$ cat src/rtl/md6_pad_responder_if.sv
// Pad-side bundle for md6_pad_responder: select strobe and buttons in, DB9 pin levels out.
// The host (reader or bench) takes the master modport; the pad emulator takes the slave.
interface md6_pad_responder_if;
  logic        sel_i;
  logic [11:0] btn_i;
  logic        up_o;
  logic        down_o;
  logic        left_o;
  logic        right_o;
  logic        p6_o;
  logic        p9_o;

  modport master (
    output sel_i, btn_i,
    input  up_o, down_o, left_o, right_o, p6_o, p9_o
  );

  modport slave (
    input  sel_i, btn_i,
    output up_o, down_o, left_o, right_o, p6_o, p9_o
  );
endinterface

$ cat src/rtl/md6_pad_responder.sv
// Mega Drive pad emulator: answers the TH select strobe with active-low DB9 pin levels.
// Define MD_PAD_SIXBTN_EN for the 6-button protocol; left undefined, a 3-button pad is built.
module md6_pad_responder #(
  parameter int TIMEOUT_CYC = 16500
) (
  input logic                clk_i,
  input logic                res_n_i,
  md6_pad_responder_if.slave pad
);

  logic        r_sel_meta;
  logic        r_sel_s;
  logic        r_sel_d;
  logic [5:0]  r_pins;
  logic [5:0]  w_pins_next;
  logic [11:0] w_btn;

  assign w_btn = pad.btn_i;

  // sel_i is asynchronous to clk_i; r_sel_d keeps the previous synced level for edge detection
  always_ff @(posedge clk_i or negedge res_n_i) begin
    if (!res_n_i) begin
      r_sel_meta <= 1'b1;
      r_sel_s    <= 1'b1;
      r_sel_d    <= 1'b1;
    end else begin
      r_sel_meta <= pad.sel_i;
      r_sel_s    <= r_sel_meta;
      r_sel_d    <= r_sel_s;
    end
  end

`ifdef MD_PAD_SIXBTN_EN
  localparam int         CW     = $clog2(TIMEOUT_CYC + 1);
  localparam logic [2:0] FC_ID  = 3'd3;
  localparam logic [2:0] FC_MAX = 3'd4;

  logic          w_fall;
  logic          w_rise;
  logic          w_expire;
  logic [2:0]    w_fc_next;
  logic [2:0]    r_fc;
  logic [CW-1:0] r_to_cnt;

  assign w_fall   = r_sel_d & ~r_sel_s;
  assign w_rise   = ~r_sel_d & r_sel_s;
  assign w_expire = (r_to_cnt == CW'(TIMEOUT_CYC));

  always_ff @(posedge clk_i or negedge res_n_i) begin
    if (!res_n_i) begin
      r_to_cnt <= '0;
      r_fc     <= 3'd0;
    end else begin
      if (w_fall || w_rise) begin
        r_to_cnt <= '0;
      end else if (!w_expire) begin
        r_to_cnt <= r_to_cnt + CW'(1);
      end
      r_fc <= w_fc_next;
    end
  end

  // An edge landing in the same cycle as expiry takes priority over the phase reset
  always_comb begin
    w_fc_next = r_fc;
    if (w_fall) begin
      if (w_expire) begin
        w_fc_next = 3'd1;
      end else if (r_fc != FC_MAX) begin
        w_fc_next = r_fc + 3'd1;
      end
    end else if (w_expire && !w_rise) begin
      w_fc_next = 3'd0;
    end
  end
`else
  logic w_unused_btn;
  assign w_unused_btn = &{1'b0, w_btn[11:8]};
`endif

  // Output map uses the upcoming phase so a strobe edge and its new phase appear together
  always_comb begin
    if (r_sel_s) begin
      w_pins_next = {~w_btn[0], ~w_btn[1], ~w_btn[2], ~w_btn[3], ~w_btn[4], ~w_btn[5]};
    end else begin
      w_pins_next = {~w_btn[0], ~w_btn[1], 2'b00, ~w_btn[6], ~w_btn[7]};
    end
`ifdef MD_PAD_SIXBTN_EN
    if (r_sel_s && w_fc_next == FC_ID) begin
      w_pins_next[5:2] = {~w_btn[8], ~w_btn[9], ~w_btn[10], ~w_btn[11]};
    end else if (!r_sel_s && w_fc_next == FC_ID) begin
      w_pins_next[5:2] = 4'b0000;
    end else if (!r_sel_s && w_fc_next == FC_MAX) begin
      w_pins_next[5:2] = 4'b1111;
    end
`endif
  end

  always_ff @(posedge clk_i or negedge res_n_i) begin
    if (!res_n_i) begin
      r_pins <= 6'b111111;
    end else begin
      r_pins <= w_pins_next;
    end
  end

  assign pad.up_o    = r_pins[5];
  assign pad.down_o  = r_pins[4];
  assign pad.left_o  = r_pins[3];
  assign pad.right_o = r_pins[2];
  assign pad.p6_o    = r_pins[1];
  assign pad.p9_o    = r_pins[0];

endmodule

$ cat src/flat_wrapper.sv
// flat-port wrapper written by rule: the top's interface ports become plain ports
module md6_pad_responder_flat 
#(
  parameter int TIMEOUT_CYC = 16500
)
  (clk_i, res_n_i, pad_sel_i, pad_btn_i, pad_up_o, pad_down_o, pad_left_o, pad_right_o, pad_p6_o, pad_p9_o);
  md6_pad_responder_if pad_i ();
  input logic clk_i;
  input logic res_n_i;
  input wire logic [$bits(pad_i.sel_i)-1:0] pad_sel_i;
  input wire logic [$bits(pad_i.btn_i)-1:0] pad_btn_i;
  output wire logic [$bits(pad_i.up_o)-1:0] pad_up_o;
  output wire logic [$bits(pad_i.down_o)-1:0] pad_down_o;
  output wire logic [$bits(pad_i.left_o)-1:0] pad_left_o;
  output wire logic [$bits(pad_i.right_o)-1:0] pad_right_o;
  output wire logic [$bits(pad_i.p6_o)-1:0] pad_p6_o;
  output wire logic [$bits(pad_i.p9_o)-1:0] pad_p9_o;
  assign pad_i.sel_i = pad_sel_i;
  assign pad_i.btn_i = pad_btn_i;
  assign pad_up_o = pad_i.up_o;
  assign pad_down_o = pad_i.down_o;
  assign pad_left_o = pad_i.left_o;
  assign pad_right_o = pad_i.right_o;
  assign pad_p6_o = pad_i.p6_o;
  assign pad_p9_o = pad_i.p9_o;
  md6_pad_responder #(.TIMEOUT_CYC(TIMEOUT_CYC)) u_core (.clk_i(clk_i), .res_n_i(res_n_i), .pad(pad_i));
endmodule
$ cat config.mk
export PLATFORM = sky130hd
export DESIGN_NAME = md6_pad_responder_flat
export DESIGN_NICKNAME = d
export VERILOG_FILES = /design/src/rtl/md6_pad_responder_if.sv /design/src/rtl/md6_pad_responder.sv /design/src/flat_wrapper.sv
export SDC_FILE = /design/constraint.sdc
export NUM_CORES = 1
export LEC_CHECK = 0
export CAP_MARGIN = 20
export CORE_AREA = 4 4 41 43
export CTS_BUF_LIST = sky130_fd_sc_hd__clkbuf_16
export CTS_CLUSTER_DIAMETER = 60
export CTS_CLUSTER_SIZE = 30
export DETAILED_ROUTE_END_ITERATION = 6
export DIE_AREA = 0 0 45 47
export PLACE_DENSITY = 0.52
export SYNTH_ARGS = -nofsm -noshare
export SYNTH_HDL_FRONTEND = slang
export SYNTH_SLANG_ARGS = --single-unit
$ cat constraint.sdc
create_clock -name clk_i -period 0.8 [get_ports clk_i]
set_clock_uncertainty 0.1 [all_clocks]
set_input_delay 0.12 -clock clk_i [delete_from_list [all_inputs] [get_ports clk_i]]
set_output_delay 0.12 -clock clk_i [all_outputs]
set_load 0.02 [all_outputs]
==> results_dict.tcl <==
set metrics [dict create \
    crit_required_ns 0.58 \
    hpwl_microns 463.6 \
    p_leak_nw 0.2385 \
    tns_ns -2.024 \
    syn_inst 14 \
    antenna_cells 0 \
    r2r_start "u_core.r_sel_s" \
    path_max_fanout 1 \
    drt_iter0_drc 0 \
    yosys_warnings 0 \
    final_cell_area_sq_um 531.8 \
    power.density_mw_per_mm2 2664 \
    via_per_inst 3.620 \
    cts.clk_slew.worst_paths_ns 0.03 \
    synthToLayoutAreaGrowth_pct 108.3 \
    grt_max_degree 7 \
    ff_latch_area_sq_um 210.2 \
    status "finished with violations" \
    postPlaceCellArea_sq_um 449.2 \
    holdPathStages 1 \
    gp_congestion 0.6263 \
    cts_root_buf "clkbuf_16" \
    gr-total-overflow 0 \
    total_power_mw 1.417 \
    die_height_microns 47 \
    setup_ws_ns -0.2803 \
    vias 181 \
    drive_gt1_share_pct 60.00 \
    relSlewSlack_pct 88.48 \
    critPathLaunchType "register" \
    finalSetupViolCount 10 \
    ir_drop_mv 2.039 \
    violations "setup timing" \
    path_class "reg -> out" \
    period_needed_ns 1.080 \
    fmax_mhz 925.7 \
    routed_wl_microns 534 \
    holdWs_ns 0.1985 \
    post-route-util_pct 40.87 \
    portBuffers 16 \
    ant_nets 0 \
    worstSkewPairLatency_ns 0.23 \
    synth_cell_types 4 \
    hold_class "in -> reg" \
    worst_pin_slew_ns 0.1681 \
    cp-end-kind "output pin" \
    layout_commonest_cell "clkdlybuf4s50_1" \
    synth_fp_nets 29 \
    slew_viol_final 0 \
    grtUsageTotal_pct 5.737 \
    num_rows 13 \
    avgSynthCellArea_sq_um 18.23 \
    cts_buffers 3 \
    hold_viol 0 \
    yosysSeqAreaShare_pct 82.35 \
    htreeDepth 1 \
    io_pins 21 \
    cp_top_family "flip-flops" \
    wl_per_cell_microns 10.68 \
    hp-start "pad_sel_i" \
    coreArea_sq_mm 0.001301 \
    initial_core_util_pct 19.62 \
    hold_buffers 0 \
    grt_pass1_wl_microns 759 \
    crit_path_cell_trace "buf_6" \
    r2r_end "u_core.r_pins[0]" \
    period_share_pct 135.0 \
    drv_cap 0 \
    max_stage_delay_ns 0.52 \
    grt_pass1_vias 190 \
    regToRegSetupSlack_ns -0.16 \
    ys_ff_latch 8 \
    nNetsFinal 52 \
    mostFrequentLayoutCells "clkdlybuf4s50_1 (10), dfstp_2 (8), buf_6 (6), clkbuf_16 (3)" \
    antenna_found_initial 0 \
    r2r_cells 1 \
    crit_slowest_cell "dfstp_2" \
    tritoncts "built" \
    die_area_sq_mm 0.002115 \
    multi_input_area_sq_um 37.54 \
    min_to "u_core.r_sel_meta" \
    crit_arrival_ns 0.86 \
    netlist_area_sq_um 255.2 \
    postCtsSetupRepairBufs 0 \
    rsz0062_at_grt "true" \
    ctsResizeCount 36 \
    fillers 141 \
    crit_buf_inv 1 \
    drtPass1Iterations 1 \
    drc 0 \
    clock_path_buffers 2 \
    cts_sinks 8 \
    chipWidth_microns 45 \
]
## worst max path at each step
stage | slack, ns | depth (start not counted) | start | to
after floorplan | -0.08 | 1 | u_core.r_sel_s | u_core.r_pins[0]
after detailed placement | -0.54 | 1 | u_core.r_pins[4] | pad_down_o
final | -0.28 | 1 | u_core.r_pins[4] | pad_down_o
after global placement | -0.51 | 1 | u_core.r_pins[4] | pad_down_o
after CTS | -0.29 | 1 | u_core.r_pins[4] | pad_down_o
after global routing | -0.29 | 1 | u_core.r_pins[4] | pad_down_o
## logic make-up after synthesis
logic type,synth area share [%]
flip-flops,82.35
multiplexers,7.843
buffers and inverters,2.942
AND/OR/NAND/NOR,6.864
## area by class of cell
| type | count | share of cell area, % |
|---|---|---|
| multi-input cells | 4 | 7.059 |
| clock buffers | 3 | 14.12 |
| flip-flops and latches | 8 | 39.53 |
| well taps | 15 | 3.529 |
| inverters | 2 | 1.412 |
| repair buffers | 18 | 34.35 |
## flip-flops by register name (all words and copies together) (netlist names)
| name | cells |
|---|---|
| u_core.r_pins | 6 |
| u_core.r_sel_meta | 1 |
| u_core.r_sel_s | 1 |
## per-stage QoR
stage                     std cells  setup WS, ns
after floorplan                  14      -0.07805
after global placement           47       -0.5129
after detailed placement         47       -0.5409
after CTS                        50       -0.2926
after global routing             50       -0.2941
final                            50       -0.2803
## per-layer routing
layer	vias to the layer above	wire (microns)	GRT usage, %
met4	0	0	1.754
met2	13	306	11.30
li1	84	-	-
met3	0	67	4.981
met5	-	0	0
met1	84	160	3.730
## power by group
group / internal, mW / switching [mW]
sequential: 0.448 / 0.0122
combinational: 0.0917 / 0.0490
clock: 0.642 / 0.173
total: 1.18 / 0.235
## synthesized netlist by cell type
cell type  count  share of area, %
dfstp_2        8                82
and2b_2        2               6.9
mux2i_1        2               7.8
inv_1          2               2.9
Note: power is estimated with default switching activity, not from simulation.
